<file path="src/rtl/sc_regread_seq_pkg.sv">
// Shared constants and state encoding for the register-bank read sequencer.
package sc_regread_seq_pkg;

  // Default widths, shared with the SC_RegGENERAL register bank.
  localparam int unsigned DATAWIDTH_BUS_DEF = 32;
  localparam int unsigned ADDRWIDTH_DEF     = 4;

  typedef enum logic [1:0] {
    ST_IDLE = 2'd0,
    ST_LOAD = 2'd1,
    ST_SEND = 2'd2,
    ST_DONE = 2'd3
  } state_e;

endpackage

</file>
<file path="src/rtl/sc_regread_addrcnt.sv">
// Loadable read-select counter with wrap, plus compare-to-last flag.
// Flops update on the falling clock edge, asynchronous active-low reset.
module sc_regread_addrcnt
  import sc_regread_seq_pkg::*;
#(
  parameter int unsigned ADDRWIDTH = ADDRWIDTH_DEF
) (
  input  logic                 clk_i,
  input  logic                 rst_ni,
  input  logic                 load_i,
  input  logic                 inc_i,
  input  logic [ADDRWIDTH-1:0] first_i,
  input  logic [ADDRWIDTH-1:0] last_i,
  output logic [ADDRWIDTH-1:0] addr_o,
  output logic                 last_o
);

  logic [ADDRWIDTH-1:0] addr_q, addr_d;
  logic [ADDRWIDTH-1:0] last_q, last_d;

  // Next address / latched last index: load wins over increment.
  always_comb begin
    addr_d = addr_q;
    last_d = last_q;
    if (load_i) begin
      addr_d = first_i;
      last_d = last_i;
    end else if (inc_i) begin
      addr_d = addr_q + ADDRWIDTH'(1);
    end
  end

  // Counter registers, falling edge with async low reset.
  always_ff @(negedge clk_i or negedge rst_ni) begin
    if (!rst_ni) begin
      addr_q <= '0;
      last_q <= '0;
    end else begin
      addr_q <= addr_d;
      last_q <= last_d;
    end
  end

  assign addr_o = addr_q;
  assign last_o = (addr_q == last_q);

endmodule

</file>
<file path="src/rtl/sc_regread_seq.sv">
// Read-side sequencer: walks [First..Last] (with wrap) over the register bank
// read mux and streams each captured word out over valid/ready.
module sc_regread_seq
  import sc_regread_seq_pkg::*;
#(
  parameter int unsigned DATAWIDTH_BUS = DATAWIDTH_BUS_DEF,
  parameter int unsigned ADDRWIDTH     = ADDRWIDTH_DEF
) (
  input  logic                     SC_RegREADSEQ_CLOCK_50,
  input  logic                     SC_RegREADSEQ_Reset_InLow,
  input  logic                     SC_RegREADSEQ_Start_InHigh,
  input  logic [ADDRWIDTH-1:0]     SC_RegREADSEQ_FirstAddr_In,
  input  logic [ADDRWIDTH-1:0]     SC_RegREADSEQ_LastAddr_In,
  output logic [ADDRWIDTH-1:0]     SC_RegREADSEQ_ReadAddr_Out,
  input  logic [DATAWIDTH_BUS-1:0] SC_RegREADSEQ_DataBUS_In,
  output logic [DATAWIDTH_BUS-1:0] SC_RegREADSEQ_DataBUS_Out,
  output logic                     SC_RegREADSEQ_Valid_OutHigh,
  input  logic                     SC_RegREADSEQ_Ready_InHigh,
  output logic                     SC_RegREADSEQ_Busy_OutHigh,
  output logic                     SC_RegREADSEQ_Done_OutHigh
);

  state_e                   state_q, state_d;
  logic [DATAWIDTH_BUS-1:0] data_q, data_d;
  logic                     cnt_load, cnt_inc, cnt_last;

  sc_regread_addrcnt #(
    .ADDRWIDTH (ADDRWIDTH)
  ) u_addrcnt (
    .clk_i   (SC_RegREADSEQ_CLOCK_50),
    .rst_ni  (SC_RegREADSEQ_Reset_InLow),
    .load_i  (cnt_load),
    .inc_i   (cnt_inc),
    .first_i (SC_RegREADSEQ_FirstAddr_In),
    .last_i  (SC_RegREADSEQ_LastAddr_In),
    .addr_o  (SC_RegREADSEQ_ReadAddr_Out),
    .last_o  (cnt_last)
  );

  // Next state, capture and counter control. Valid is high exactly in SEND,
  // so the handshake reduces to Ready while in SEND.
  always_comb begin
    state_d  = state_q;
    data_d   = data_q;
    cnt_load = 1'b0;
    cnt_inc  = 1'b0;
    case (state_q)
      ST_IDLE: begin
        if (SC_RegREADSEQ_Start_InHigh) begin
          cnt_load = 1'b1;
          state_d  = ST_LOAD;
        end
      end
      ST_LOAD: begin
        data_d  = SC_RegREADSEQ_DataBUS_In;
        state_d = ST_SEND;
      end
      ST_SEND: begin
        if (SC_RegREADSEQ_Ready_InHigh) begin
          if (cnt_last) begin
            state_d = ST_DONE;
          end else begin
            cnt_inc = 1'b1;
            state_d = ST_LOAD;
          end
        end
      end
      ST_DONE: state_d = ST_IDLE;
      default: state_d = ST_IDLE;
    endcase
  end

  // State and captured word, falling edge with async low reset.
  always_ff @(negedge SC_RegREADSEQ_CLOCK_50 or negedge SC_RegREADSEQ_Reset_InLow) begin
    if (!SC_RegREADSEQ_Reset_InLow) begin
      state_q <= ST_IDLE;
      data_q  <= '0;
    end else begin
      state_q <= state_d;
      data_q  <= data_d;
    end
  end

  // Status outputs decoded from the registered state: Valid/Done equal the
  // registered flags they replace since they are set/cleared on the same edges.
  always_comb begin
    SC_RegREADSEQ_DataBUS_Out   = data_q;
    SC_RegREADSEQ_Valid_OutHigh = (state_q == ST_SEND);
    SC_RegREADSEQ_Busy_OutHigh  = (state_q != ST_IDLE);
    SC_RegREADSEQ_Done_OutHigh  = (state_q == ST_DONE);
  end

endmodule
</file>
<file path="config.mk">
export PLATFORM = sky130hd
export DESIGN_NAME = sc_regread_seq
export DESIGN_NICKNAME = d
export VERILOG_FILES = /design/src/rtl/sc_regread_seq_pkg.sv /design/src/rtl/sc_regread_addrcnt.sv /design/src/rtl/sc_regread_seq.sv
export SDC_FILE = /design/constraint.sdc
export NUM_CORES = 1
export LEC_CHECK = 0
export ABC_AREA = 1
export CAP_MARGIN = 20
export CORE_ASPECT_RATIO = 1.25
export CORE_MARGIN = 5
export CORE_UTILIZATION = 43
export CTS_BUF_LIST = sky130_fd_sc_hd__clkbuf_2
export DETAILED_ROUTE_END_ITERATION = 16
export PLACE_DENSITY_LB_ADDON = 0.1
export SYNTH_ARGS = -nofsm -noshare
export SYNTH_HDL_FRONTEND = slang
export SYNTH_SLANG_ARGS = --single-unit
export TNS_END_PERCENT = 30
</file>
<file path="constraint.sdc">
create_clock -name SC_RegREADSEQ_CLOCK_50 -period 1.7 [get_ports SC_RegREADSEQ_CLOCK_50]
set_input_delay 0.34 -clock SC_RegREADSEQ_CLOCK_50 [delete_from_list [all_inputs] [get_ports SC_RegREADSEQ_CLOCK_50]]
set_output_delay 0.34 -clock SC_RegREADSEQ_CLOCK_50 [all_outputs]
set_load 0.1 [all_outputs]
</file>
==> impl_metrics.py <==
metrics = {
    "routing": {
        "firstDrtPassIters": 6,
        "wire_per_inst_um": 14.8,
        "drt_wl_total_um": 4700,
        "drc_errors": 0,
        "drtAntennaViolNets": 0,
        "drtIter0Drc": 25,
        "via_per_inst": 4.64,
        "via_count": 1472,
    },
    "yosys": {
        "synth_edf_count": 0,
        "syn_inst": 155,
        "async_flop_share_pct": 100,
        "ys.flop_type": "dfrtn_1",
        "synth_top_cell_by_area": "dfrtn_1",
        "synth_area_leaders": "dfrtn_1 55%, mux2_4 23%, nand2_1 6.8%",
        "syn_nets": 200,
        "synth_seq_cells": 42,
        "synth_area_per_cell_um2": 12.4,
        "syn_area_mm2": 0.00193,
        "yosysUniqueCellTypes": 17,
        "synth_commonest_cells": "42 x dfrtn_1, 35 x nand2_1, 29 x mux2_4",
        "synth.yosys.seq_area_share_pct": 54.5,
        "synth.most_common_cell": "dfrtn_1",
        "synth_top_area_share_pct": 54.5,
        "ys_warn_count": 0,
    },
    "placement": {
        "placed_cells": 303,
        "port_buffers": 82,
        "gp_congestion": 0.791,
        "place.detailed.hpwl_um": 3600,
        "placed_cell_area_mm2": 0.00327,
    },
    "timing": {
        "final-setup-viol-count": 42,
        "hold_viol": 0,
        "rsz0062_at_grt": "yes",
        "finClkSkew_ns": 0.00682,
        "worstMarginPinSlew_ns": 0.229,
        "hold-worst-slack_ns": 0.521,
        "maxSlewViolCount": 0,
        "final.setup.worst_slack_ns": -0.738,
        "maxSlewHeadroom_pct": 84.7,
    },
    "cts": {
        "root_buffer": "clkbuf_2",
        "clockBufferDepth": 2,
        "cts_tree": "built",
        "clock_sinks": 42,
        "ctsHtreeMaxLevel": 2,
        "clk_pin_slew_ns": 0.13,
        "holdBufCountCts": 0,
        "cts_buffers": 5,
        "clk_latency_ns": 0.34,
    },
    "global_routing": {
        "grt_busiest_layer": "met2",
        "met1_usage_pct": 17.9,
        "grt_max_degree": 43,
        "grt-ovfl-total": 0,
        "use_met2_pct": 31.0,
        "antenna_found_initial": 0,
        "use_met3_pct": 3.91,
        "grt_pass1_wl_um": 7760,
        "grt_pass1_vias": 1620,
        "grt_usage_pct": 16.3,
    },
    "die": {
        "row_count": 27,
        "io_pins": 83,
        "core_area_mm2": 0.00439,
        "die_w_um": 69.9,
        "initial_utilization_pct": 43.9,
        "die_height_um": 84.9,
        "die_area_mm2": 0.00593,
    },
    "final_layout": {
        "drive_gt1_share_pct": 42.5,
        "nets": 303,
        "fill_cells": 305,
        "fin_area_mm2": 0.00337,
        "stdcell_count": 317,
        "antenna_cells": 0,
        "area_growth_pct": 74.7,
        "fin_util_pct": 76.7,
    },
    "worst_setup_path": {
        "required_ns": 1.36,
        "worst_setup_path_start_kind": "register",
        "endpoint_kind": "primary output",
        "crit_type": "reg2out",
        "slowest_delay_ns": 0.54,
        "critPathMaxFanout": 4,
        "cp_slowest_cell": "dfrtn_1",
        "crit_arrival_ns": 2.10,
        "crit_chain": "nand2_2 > clkinvlp_4 > buf_12",
    },
    "worst_hold_path": {
        "holdCritPathClass": "reg2reg",
    },
    "run": {
        "max-cap-violations": 0,
    },
    "status": {
        "violations": "setup timing",
        "outcome": "finished with violations",
    },
}
stage by stage:
stage,setup WS [ns],TNS (ns)
final,-0.738,-20.55
after global placement,-0.614,-20.59
after global routing,-0.824,-23.18
after floorplan,-0.541,-19.09
after detailed placement,-0.630,-21.29
after CTS,-0.759,-21.48
cell usage in the layout (no fill, tap or decap), types with 3 or more instances in the layout:
master           instances
dfrtn_1                 42
buf_12                  41
clkdlybuf4s50_1         40
nand2_1                 33
mux2_4                  29
buf_4                   16
nand3_1                 10
inv_1                    9
o21ai_0                  6
clkbuf_2                 6
nand2_2                  3
clkinvlp_4               3
nor2_1                   3
mux2_2                   3
worst max-delay path: cells and delay by family, from the launching register on:
family | cells | cell delay, ns
simple gates | 1 | 0.10
flops | 1 | 0.54
buf+inv | 2 | 0.27
logic make-up (layout without fill, tap and decap cells):
family / count (synthesis) / after routing / synth area share, %
adders and majority gates: 1 / 1 / 0.649
muxes: 32 / 32 / 24.3
xor gates and xnor gates: 1 / 1 / 0.454
AOI/OAI and AO/OA: 7 / 7 / 1.82
DFF: 42 / 42 / 54.5
buffers and inverters: 19 / 123 / 6.81
and+or+nand+nor: 53 / 53 / 11.4
final timing paths:
| kind | cells past startpoint | slack, ns | endpoint | from |
|---|---|---|---|---|
| setup / recovery | 3 | -0.74 | SC_RegREADSEQ_Valid_OutHigh | state_q[1]$_DFFE_NN0P_ |
| hold / removal | 2 | 0.52 | u_addrcnt.last_q[3]$_DFFE_NN0P_ | u_addrcnt.last_q[3]$_DFFE_NN0P_ |
| setup reg to reg | 4 | 0.21 | SC_RegREADSEQ_DataBUS_Out[16]$_DFFE_NN0N_ | state_q[0]$_DFFE_NN0P_ |
| hold reg to reg | 2 | 0.52 | u_addrcnt.last_q[3]$_DFFE_NN0P_ | u_addrcnt.last_q[3]$_DFFE_NN0P_ |
| max in group asynchronous | 2 | 0.79 | u_addrcnt.last_q[3]$_DFFE_NN0P_ | SC_RegREADSEQ_Reset_InLow |
| min in group asynchronous | 2 | 0.67 | SC_RegREADSEQ_DataBUS_Out[1]$_DFFE_NN0N_ | SC_RegREADSEQ_Reset_InLow |
sequential cells by signal (all words and copies together), names as in the netlist:
signal                     cells
u_addrcnt.last_q               4
state_q                        2
u_addrcnt.addr_o               4
SC_RegREADSEQ_DataBUS_Out     32
layer usage:
metal / vias to the layer above / wire length, µm
met2: 48 / 2620
met4: 0 / 23
met3: 2 / 268
li1: 710 / -
met5: - / 0
met1: 712 / 1790
final cells by class:
cell class,count,area (µm²),area share [%]
repair buffers,101,1380,40.8
flip-flops and latches,42,1050,31.2
multi-input cells,94,767,22.8
well taps,58,72.6,2.15
inverters,14,63.8,1.89
clock buffers,6,30.0,0.892
clock inverters,2,8.76,0.260
timing repair:
action                                  4_1_cts  5_1_grt
buffers inserted                              4        2
pin swaps                                     4        0
resized for setup                             9        0
endpoints found under the setup margin       48       43
Power is not shown: default switching activity piles up to over one toggle a cycle in this logic, so the estimate is an artifact.
